$ cat src/rtl/rom_loader_pkg.sv
`default_nettype none
// ============================================================================
// Module   : soc_defs (package)
// Brief    : Shared SoC constants and the ROM loader state encoding.
// Revision : 1.0 - initial release
// ============================================================================
package soc_defs;

    localparam int c_ROM_DEPTH_DEFAULT = 4096;
    localparam int c_ADDR_W_DEFAULT    = 12;
    localparam int c_INSTR_W           = 32;

    typedef enum logic [1:0] {
        ST_IDLE  = 2'd0,
        ST_RECV  = 2'd1,
        ST_WRITE = 2'd2,
        ST_DONE  = 2'd3
    } loader_state_e;

endpackage
`default_nettype wire

$ cat src/rtl/rom_loader_byte_packer.sv
`default_nettype none
// ============================================================================
// Module   : rom_loader_byte_packer
// Brief    : Assembles four accepted bytes into a little-endian 32-bit word.
// Revision : 1.0 - initial release
// ============================================================================
module rom_loader_byte_packer
    import soc_defs::*;
(
    input  logic                 clk,
    input  logic                 rst,
    input  logic                 i_clear,
    input  logic                 i_accept,
    input  logic [7:0]           i_byte,
    output logic [c_INSTR_W-1:0] o_word,
    output logic                 o_word_ready
);

    logic [1:0]           r_idx_q;
    logic [1:0]           w_idx_d;
    logic [c_INSTR_W-1:0] r_word_q;
    logic [c_INSTR_W-1:0] w_word_d;

    // Shifting in from the top leaves byte 0 in [7:0] after the fourth byte.
    always_comb begin
        w_idx_d  = r_idx_q;
        w_word_d = r_word_q;
        if (i_clear) begin
            w_idx_d  = 2'd0;
            w_word_d = '0;
        end else if (i_accept) begin
            w_idx_d  = r_idx_q + 2'd1;
            w_word_d = {i_byte, r_word_q[c_INSTR_W-1:8]};
        end
    end

    always_ff @(posedge clk) begin
        if (rst) begin
            r_idx_q  <= 2'd0;
            r_word_q <= '0;
        end else begin
            r_idx_q  <= w_idx_d;
            r_word_q <= w_word_d;
        end
    end

    assign o_word       = r_word_q;
    assign o_word_ready = i_accept && !i_clear && (r_idx_q == 2'd3);

endmodule
`default_nettype wire

$ cat src/rtl/rom_loader.sv
`default_nettype none
// ============================================================================
// Module   : rom_loader
// Brief    : Byte-stream boot loader that fills the instruction ROM and holds
//            the core in reset until the requested word count has landed.
// Revision : 1.0 - initial release
// ============================================================================
module rom_loader
    import soc_defs::*;
#(
    parameter int ROM_DEPTH = c_ROM_DEPTH_DEFAULT,
    parameter int ADDR_W    = c_ADDR_W_DEFAULT
) (
    input  logic                 clk,
    input  logic                 rst,
    input  logic                 load_start,
    input  logic [ADDR_W:0]      load_words,
    input  logic                 byte_valid,
    input  logic [7:0]           byte_data,
    output logic                 byte_ready,
    output logic                 rom_we,
    output logic [ADDR_W-1:0]    rom_waddr,
    output logic [c_INSTR_W-1:0] rom_wdata,
    output logic                 core_hold,
    output logic                 busy,
    output logic                 done,
    output logic                 err
);

    localparam logic [ADDR_W:0] c_ROM_DEPTH = (ADDR_W+1)'(ROM_DEPTH);
    localparam logic [ADDR_W:0] c_ONE       = (ADDR_W+1)'(1);

    loader_state_e        r_state_q;
    loader_state_e        w_state_d;
    logic [ADDR_W:0]      r_load_words_q;
    logic [ADDR_W:0]      w_load_words_d;
    logic [ADDR_W:0]      r_word_cnt_q;
    logic [ADDR_W:0]      w_word_cnt_d;
    logic                 r_err_q;
    logic                 w_err_d;

    logic                 w_accept;
    logic                 w_start;
    logic                 w_word_ready;
    logic [c_INSTR_W-1:0] w_word;
    logic [ADDR_W:0]      w_cnt_inc;

    assign w_accept  = byte_valid && (r_state_q == ST_RECV);
    assign w_start   = load_start && ((r_state_q == ST_IDLE) || (r_state_q == ST_DONE));
    assign w_cnt_inc = r_word_cnt_q + c_ONE;

    rom_loader_byte_packer u_packer (
        .clk          (clk),
        .rst          (rst),
        .i_clear      (w_start),
        .i_accept     (w_accept),
        .i_byte       (byte_data),
        .o_word       (w_word),
        .o_word_ready (w_word_ready)
    );

    always_comb begin
        w_state_d      = r_state_q;
        w_load_words_d = r_load_words_q;
        w_word_cnt_d   = r_word_cnt_q;
        w_err_d        = r_err_q;
        case (r_state_q)
            ST_IDLE, ST_DONE: begin
                if (load_start) begin
                    w_load_words_d = load_words;
                    w_word_cnt_d   = '0;
                    w_err_d        = 1'b0;
                    if (load_words == '0) begin
                        w_state_d = ST_DONE;
                    end else if (load_words > c_ROM_DEPTH) begin
                        w_err_d   = 1'b1;
                        w_state_d = ST_IDLE;
                    end else begin
                        w_state_d = ST_RECV;
                    end
                end
            end
            ST_RECV: begin
                if (w_word_ready) begin
                    w_state_d = ST_WRITE;
                end
            end
            ST_WRITE: begin
                w_word_cnt_d = w_cnt_inc;
                w_state_d    = (w_cnt_inc == r_load_words_q) ? ST_DONE : ST_RECV;
            end
            default: begin
                w_state_d = ST_IDLE;
            end
        endcase
    end

    always_ff @(posedge clk) begin
        if (rst) begin
            r_state_q      <= ST_IDLE;
            r_load_words_q <= '0;
            r_word_cnt_q   <= '0;
            r_err_q        <= 1'b0;
        end else begin
            r_state_q      <= w_state_d;
            r_load_words_q <= w_load_words_d;
            r_word_cnt_q   <= w_word_cnt_d;
            r_err_q        <= w_err_d;
        end
    end

    // A reset landing on a WRITE cycle must not let the strobe reach the ROM.
    assign rom_we     = (r_state_q == ST_WRITE) && !rst;
    assign rom_waddr  = rom_we ? r_word_cnt_q[ADDR_W-1:0] : '0;
    assign rom_wdata  = rom_we ? w_word : '0;
    assign byte_ready = (r_state_q == ST_RECV);
    assign busy       = (r_state_q == ST_RECV) || (r_state_q == ST_WRITE);
    assign done       = (r_state_q == ST_DONE);
    assign core_hold  = (r_state_q != ST_DONE);
    assign err        = r_err_q;

endmodule
`default_nettype wire

$ cat config.mk
export PLATFORM = sky130hd
export DESIGN_NAME = rom_loader
export DESIGN_NICKNAME = d
export VERILOG_FILES = /design/src/rtl/rom_loader_pkg.sv /design/src/rtl/rom_loader_byte_packer.sv /design/src/rtl/rom_loader.sv
export SDC_FILE = /design/constraint.sdc
export NUM_CORES = 1
export LEC_CHECK = 0
export BUFFER_PORTS_ARGS = -buffer_cell sky130_fd_sc_hd__buf_2
export CAP_MARGIN = 20
export CORE_MARGIN = 2
export CORE_UTILIZATION = 54
export CTS_CLUSTER_DIAMETER = 150
export DETAILED_ROUTE_END_ITERATION = 7
export MAX_ROUTING_LAYER = met4
export PLACE_DENSITY = 0.8
export SLEW_MARGIN = 20
export SYNTH_ARGS = -nofsm -noshare
export SYNTH_HDL_FRONTEND = slang
export SYNTH_SLANG_ARGS = --single-unit
$ cat constraint.sdc
create_clock -name clk -period 3.6 [get_ports clk]
set_input_delay 0.36 -clock clk [delete_from_list [all_inputs] [get_ports clk]]
set_output_delay 0.36 -clock clk [all_outputs]
set_load 0.005 [all_outputs]
==> impl_metrics.yaml, run 1 <==
worst_setup_path:
  crit_path_max_incr_delay_ns: 0.49
  cp.depth: 6
  slowest_stage: "nor2b_2"
  path_cells: "ha_1 > buf_4 > nor2b_2 > buf_4 > and2_1 > buf_2"
  cp.required_ns: 3.24
  cp_top_family: "buffers and inverters"
  cp-end-kind: "primary output"
  ff2ff_path_depth: 8
  criticalPathCategory: "flop to primary output"
  r2r-start: "r_state_q[0]"
  startpoint_type: "flop"
  critPathMostFrequentCell: "buf_4"
  path_max_fanout: 29
  path_buf_inv: 3
  crit_arrival_ns: 2.28
  ff2ff_setup_slack_ns: 1.47
  rr_endpoint: "r_state_q[1]"
sta:
  fin_crit_sh_pct: 73.3
  tightest_slew_ns: 1.02
  finalSetupTns_ns: 0
  fmax_mhz: 379
  rsz0062_at_grt: "no"
  hold_violations: 0
  slew_headroom_pct: 31.8
  finalMaxSlewViolations: 0
  finClkSkew_ns: 0.00936
  fin_ws_ns: 0.960
  finalCriticalPeriod_ns: 2.64
  timing.final.setup_violations: 0
route:
  wirelength_um: 7710
  vias: 3067
  drc: 0
  post_drt_wl_per_cell_um: 13.4
  avgViaCountPerCell: 5.35
  ant_nets: 0
  dr.pass1.iters: 5
  drtIter0Drc: 243
cts:
  cts_sinks: 63
  postCtsResizedCells: 0
  ctsRootBufferMaster: "clkbuf_8"
  cts_tree: "built"
  post_cts_buffers: 0
  clkLatencyLatePin_ns: 0.35
  numCtsBuffers: 9
  cts.path.max_buffers: 2
  cts_hold_buf: 0
  h-tree-depth: 3
  clkTransAtPathRegs_ns: 0.08
synth:
  synth-seq-cells: 63
  yosysUniqueCellTypes: 45
  seq_area_frac_synth_pct: 38.6
  syn_nets: 466
  async_flop_share_pct: 0
  synth-edff-count: 0
  netlist_instances: 436
  ys_warn_count: 0
  synth.avg_cell_area_um2: 7.49
  syn_area_mm2: 0.00327
  synth_ff_type: "dfxtp_1"
die:
  io-pin-count: 75
  die_y_um: 81.8
  start_util_pct: 55.5
  core_mm2: 0.00589
  rows: 28
  die_w_um: 81.8
  dieArea_mm2: 0.00669
finish:
  mostFrequentLayoutCells: "112 x nand2_1, 74 x buf_2, 63 x dfxtp_1"
  drive_gt1_share_pct: 20.9
  n_antenna_cell: 0
  area_growth_pct: 17.2
  fillers: 535
  mostFrequentLayoutCell: "nand2_1"
  nets: 523
  utilization_pct: 65.0
power:
  powerDensity_mw_per_mm2: 513
  clockPowerShare_pct: 31.5
  leakagePower_nw: 1.63
  p_comb_share_pct: 27.4
  switchingPower_mw: 0.710
  p_int_mw: 1.25
  irDropWorstVdd_uv: 448
  swShare_pct: 36.1
  power_frac_seq_pct: 41.1
grt:
  grt_pass1_wl_um: 12300
  gr-usage-all-layers_pct: 24.7
  grt_max_degree: 35
  gr-total-overflow: 0
  antenna_found_initial: 0
  grt_pass1_vias: 2596
placement:
  dp_slack_ns: 1.32
  place.gp.congestion: 0.883
  hpwl_um: 5380
  port_buffers: 74
worst_hold_path:
  min_path_cells: 3
  min_to: "u_packer.o_word[28]"
  hp-start: "byte_data[4]"
  min_path_type: "input port to flop"
run:
  drv_cap: 0
run_status:
  status: "finished clean"
==> layer usage <==
metal	global-route usage, %	part of all wire (%)	wire [um]
met1	35.0	47	3650
met3	5.38	5.7	441
met2	34.3	45	3470
met4	9.50	1.9	144
met5	-	0	0
==> registers in the layout, summed over array words and instances (netlist names) <==
register          count
u_packer.o_word      32
r_load_words_q       13
r_word_cnt_q         13
r_state_q             2
u_packer.r_idx_q      2
err                   1
==> cell families after synthesis <==
family	share of synthesized area, %
compound gates	16.1
buf+inv	4.98
mux	2.18
flops	38.6
xor+xnor	4.02
fa+ha+maj	1.92
simple gates	32.2
==> worst min-delay path: cells and delay by family <==
kind	cells	cell delay, ns
AO/OA/AOI/OAI	1	0.05
buffers and inverters	1	0.09
AND/OR/NAND/NOR	1	0.04
==> stage by stage <==
step                hold slack (ns)  std cells  total power, mW  instance area (um2)
floorplan                     0.432        436             1.20                 3270
global placement              0.439        557             1.34                 3630
detailed placement            0.445        557             1.35                 3630
CTS                           0.233        573             1.97                 3820
global route                  0.249        573             2.07                 3830
finish                        0.238        573             1.96                 3830
==> worst max-delay path by stage <==
stage | to | startpoint | slack (ns)
floorplan | r_state_q[1] | r_state_q[0] | 1.73
global placement | rom_wdata[14] | r_state_q[1] | 1.42
detailed placement | rom_wdata[14] | r_state_q[1] | 1.32
CTS | rom_wdata[14] | r_state_q[1] | 0.93
global route | rom_wdata[14] | r_state_q[1] | 0.77
finish | rom_wdata[14] | r_state_q[1] | 0.96
==> power groups by stage <==
stage	logic (mW)	registers [mW]	clock network, mW
2_1_floorplan	0.395	0.806	0
3_3_place_gp	0.520	0.818	0
3_5_place_dp	0.532	0.822	0
4_1_cts	0.534	0.806	0.626
5_1_grt	0.601	0.813	0.656
6_report	0.539	0.807	0.619
==> final cells by class <==
type                       count  area (um2)  share of cell area [%]
multi-input combinational    333        1850                    48.2
sequential                    63        1260                    33.0
timing repair buffer          78         400                    10.5
clock buffer                   9         124                    3.24
tap                           75        93.8                    2.45
clock inverter                 7        71.3                    1.86
inverter                       8        30.0                   0.785
==> cell usage after synthesis (3+ instances only) <==
cell type  instances  share of area, %
buf_2              4              0.61
mux2i_1            6               1.8
ha_1               5               1.9
nor3_1             5              0.77
a22oi_1            9               2.1
dfxtp_1           63                39
xnor2_1           10               2.7
a21oi_1           56               8.6
nand2_1          112                13
o22ai_1            3              0.57
xor2_1             5               1.3
clkbuf_1          27               3.1
inv_1              8              0.92
and2_1            48               9.2
nor4_1             4              0.77
nand3_1            7               1.1
nor2_1            24               2.8
o21ai_0           10               1.5
(Power assumes the default switching activity.)
==> run 2: changes to the inputs <==
- ABC_AREA: default -> 1
- CORE_UTILIZATION: 54 -> 48
- PLACE_DENSITY: 0.8 -> 0.76
- clock period: 3.6 -> 2.4 ns (I/O delays scaled with it)
==> run 2 against run 1 <==
Against the previous run: combinational power grew 89%; sequential power is 70% higher; critical endpoint is now rom_wdata[17]; synthesized cell count up 8.5%; clock-buffer cell count increased by 3; flip-flop and latch count unchanged; non-clock buffer count up 1; global-route usage decreased by 3.0 points; largest power group unchanged.
==> impl_metrics.yaml, run 2 <==
grt:
  grt_pass1_wl_um: 12400
  grt_pass1_vias: 2845
  gr-usage-all-layers_pct: 21.7
  gr-total-overflow: 0
  grt_max_degree: 68
  antenna_found_initial: 0
sta:
  fin_ws_ns: 0.314
  finClkSkew_ns: 0.00954
  hold_violations: 0
  tightest_slew_ns: 0.440
  finalSetupTns_ns: 0
  finalMaxSlewViolations: 0
  hold_slack_ns: 0.174
  timing.final.setup_violations: 0
  finalCriticalPeriod_ns: 2.09
  fin_crit_sh_pct: 86.9
  slew_headroom_pct: 70.7
  rsz0062_at_grt: "no"
  fmax_mhz: 479
synth:
  syn_nets: 503
  synth-edff-count: 0
  synth.avg_cell_area_um2: 6.65
  synth-seq-cells: 63
  async_flop_share_pct: 0
  synth_top_area_share_pct: 40.1
  ys_warn_count: 0
  synth_common_cells: "105 x nor2_1, 85 x nand2_1, 68 x inv_1, 63 x dfxtp_1, 32 x a211oi_1"
  yosysTopAreaCell: "dfxtp_1"
  synth_ff_type: "dfxtp_1"
  yosysMostFrequentCell: "nor2_1"
  netlist_instances: 473
  yosysUniqueCellTypes: 29
  synth.area.top_cells: "dfxtp_1 40%, nor2_1 13%, nand2_1 10%"
  seq_area_frac_synth_pct: 40.1
  syn_area_mm2: 0.00315
worst_setup_path:
  cp_top_family: "buffers and inverters"
  slowest_stage: "dfxtp_1"
  cp.required_ns: 2.16
  crit_path_max_incr_delay_ns: 0.38
  path_max_fanout: 44
  path_cells: "inv_1 > ha_1 > inv_1 > nor2_1 > clkinv_1 > buf_4 > nor2_1 > buf_2"
  crit_arrival_ns: 1.85
  startpoint_type: "flop"
  criticalPathCategory: "flop to primary output"
  path_buf_inv: 5
  cp-end-kind: "primary output"
finish:
  mostFrequentLayoutCells: "105 x nor2_1, 84 x nand2_1, 74 x buf_2"
  n_antenna_cell: 0
  multiInputGateArea_mm2: 0.00155
  drive_gt1_share_pct: 19.9
  fillers: 578
  stdcell_area_mm2: 0.00380
  nets: 573
  area_growth_pct: 20.7
  regArea_mm2: 0.00126
  largest_reg_flops: 32
  mostFrequentLayoutCell: "nor2_1"
cts:
  cts_hold_buf: 0
  clkLatencyLatePin_ns: 0.34
  cts.path.max_buffers: 2
  cts_tree: "built"
  numCtsBuffers: 9
  postCtsResizedCells: 0
  clkTransAtPathRegs_ns: 0.08
  post_cts_buffers: 0
  cts_sinks: 63
  ctsRootBufferMaster: "clkbuf_8"
  h-tree-depth: 3
placement:
  dp_slack_ns: 0.566
  hpwl_um: 5360
  place.gp.congestion: 0.924
  placed_area_mm2: 0.00359
  port_buffers: 74
power:
  irDropWorstVdd_uv: 609
  powerDensity_mw_per_mm2: 884
  leakagePower_nw: 1.65
  power_mw: 3.36
route:
  avgViaCountPerCell: 5.00
  ant_nets: 0
  vias: 3127
  post_drt_wl_per_cell_um: 11.9
  drtIter0Drc: 214
  drc: 0
  wirelength_um: 7420
  dr.pass1.iters: 5
worst_hold_path:
  min_path_type: "input port to flop"
die:
  core_mm2: 0.00635
  dieArea_mm2: 0.00722
  rows: 29
  io-pin-count: 75
  die_y_um: 85.0
  start_util_pct: 49.6
  die_w_um: 85.0
run:
  drv_cap: 0
run_status:
  status: "finished clean"
run 2: cell types whose count changed in the layout (fill, tap and decap cells not counted), moves of 8 or more:
cell      before  now
xnor2_1       10    0
and2_1        47    0
a211oi_1       0   32
nor2_1        24  105
a21oi_1       56   23
a22oi_1        9    0
inv_1          8   68
nand2_1      112   84
nand3_1        7   24
o21ai_0       10   18
run 2: report_power, final:
part / internal [mW] / switching [mW]
registers: 1.25 / 0.127
logic: 0.346 / 0.676
clock network: 0.539 / 0.425
total: 2.13 / 1.23
run 2: worst register-to-register path, stage by stage, from the launching register on:
cell and delay (ns):
dfxtp_1 0.38, inv_1 0.06, ha_1 0.34, inv_1 0.16, or2_2 0.16, nand2_1 0.08, inv_1 0.33, nand3_1 0.12
a21oi_1 0.16
run 2: cell type report:
type | instances | area share, %
multi-input combinational | 319 | 40.7
inverter | 71 | 7.02
tap | 77 | 2.54
sequential | 63 | 33.2
clock buffer | 12 | 4.08
clock inverter | 4 | 1.42
timing repair buffer | 79 | 11.1
run 2: cell families after synthesis:
family | after synthesis | synth area share [%]
AO/OA/AOI/OAI | 80 | 15.8
buffers and inverters | 91 | 10.9
XOR/XNOR | 1 | 0.278
AND/OR/NAND/NOR | 233 | 31.0
adder cells (fa/ha/maj) | 5 | 1.99
flip-flops | 63 | 40.1
run 2: routing by layer:
| layer | routed length (um) | share of wire (%) | global-route usage, % |
|---|---|---|---|
| met1 | 3660 | 49 | 29.3 |
| met2 | 3220 | 43 | 32.0 |
| met3 | 446 | 6.0 | 5.16 |
| met4 | 91 | 1.2 | 7.65 |
| met5 | 0 | 0 | - |
run 2: per-stage QoR:
stage	instances	util, %
detailed placement	609	56.5
floorplan	473	-
global route	625	59.8
global placement	609	56.5
finish	625	59.8
CTS	625	59.8
run 2: path summary, 6_finish.rpt:
path | from | end | slack (ns) | cells past startpoint
max | r_state_q[0] | rom_wdata[17] | 0.31 | 8
max reg2reg | r_state_q[0] | r_word_cnt_q[4] | 0.53 | 8
min | byte_data[5] | u_packer.o_word[29] | 0.17 | 3
min reg2reg | u_packer.o_word[2] | u_packer.o_word[2] | 0.46 | 2
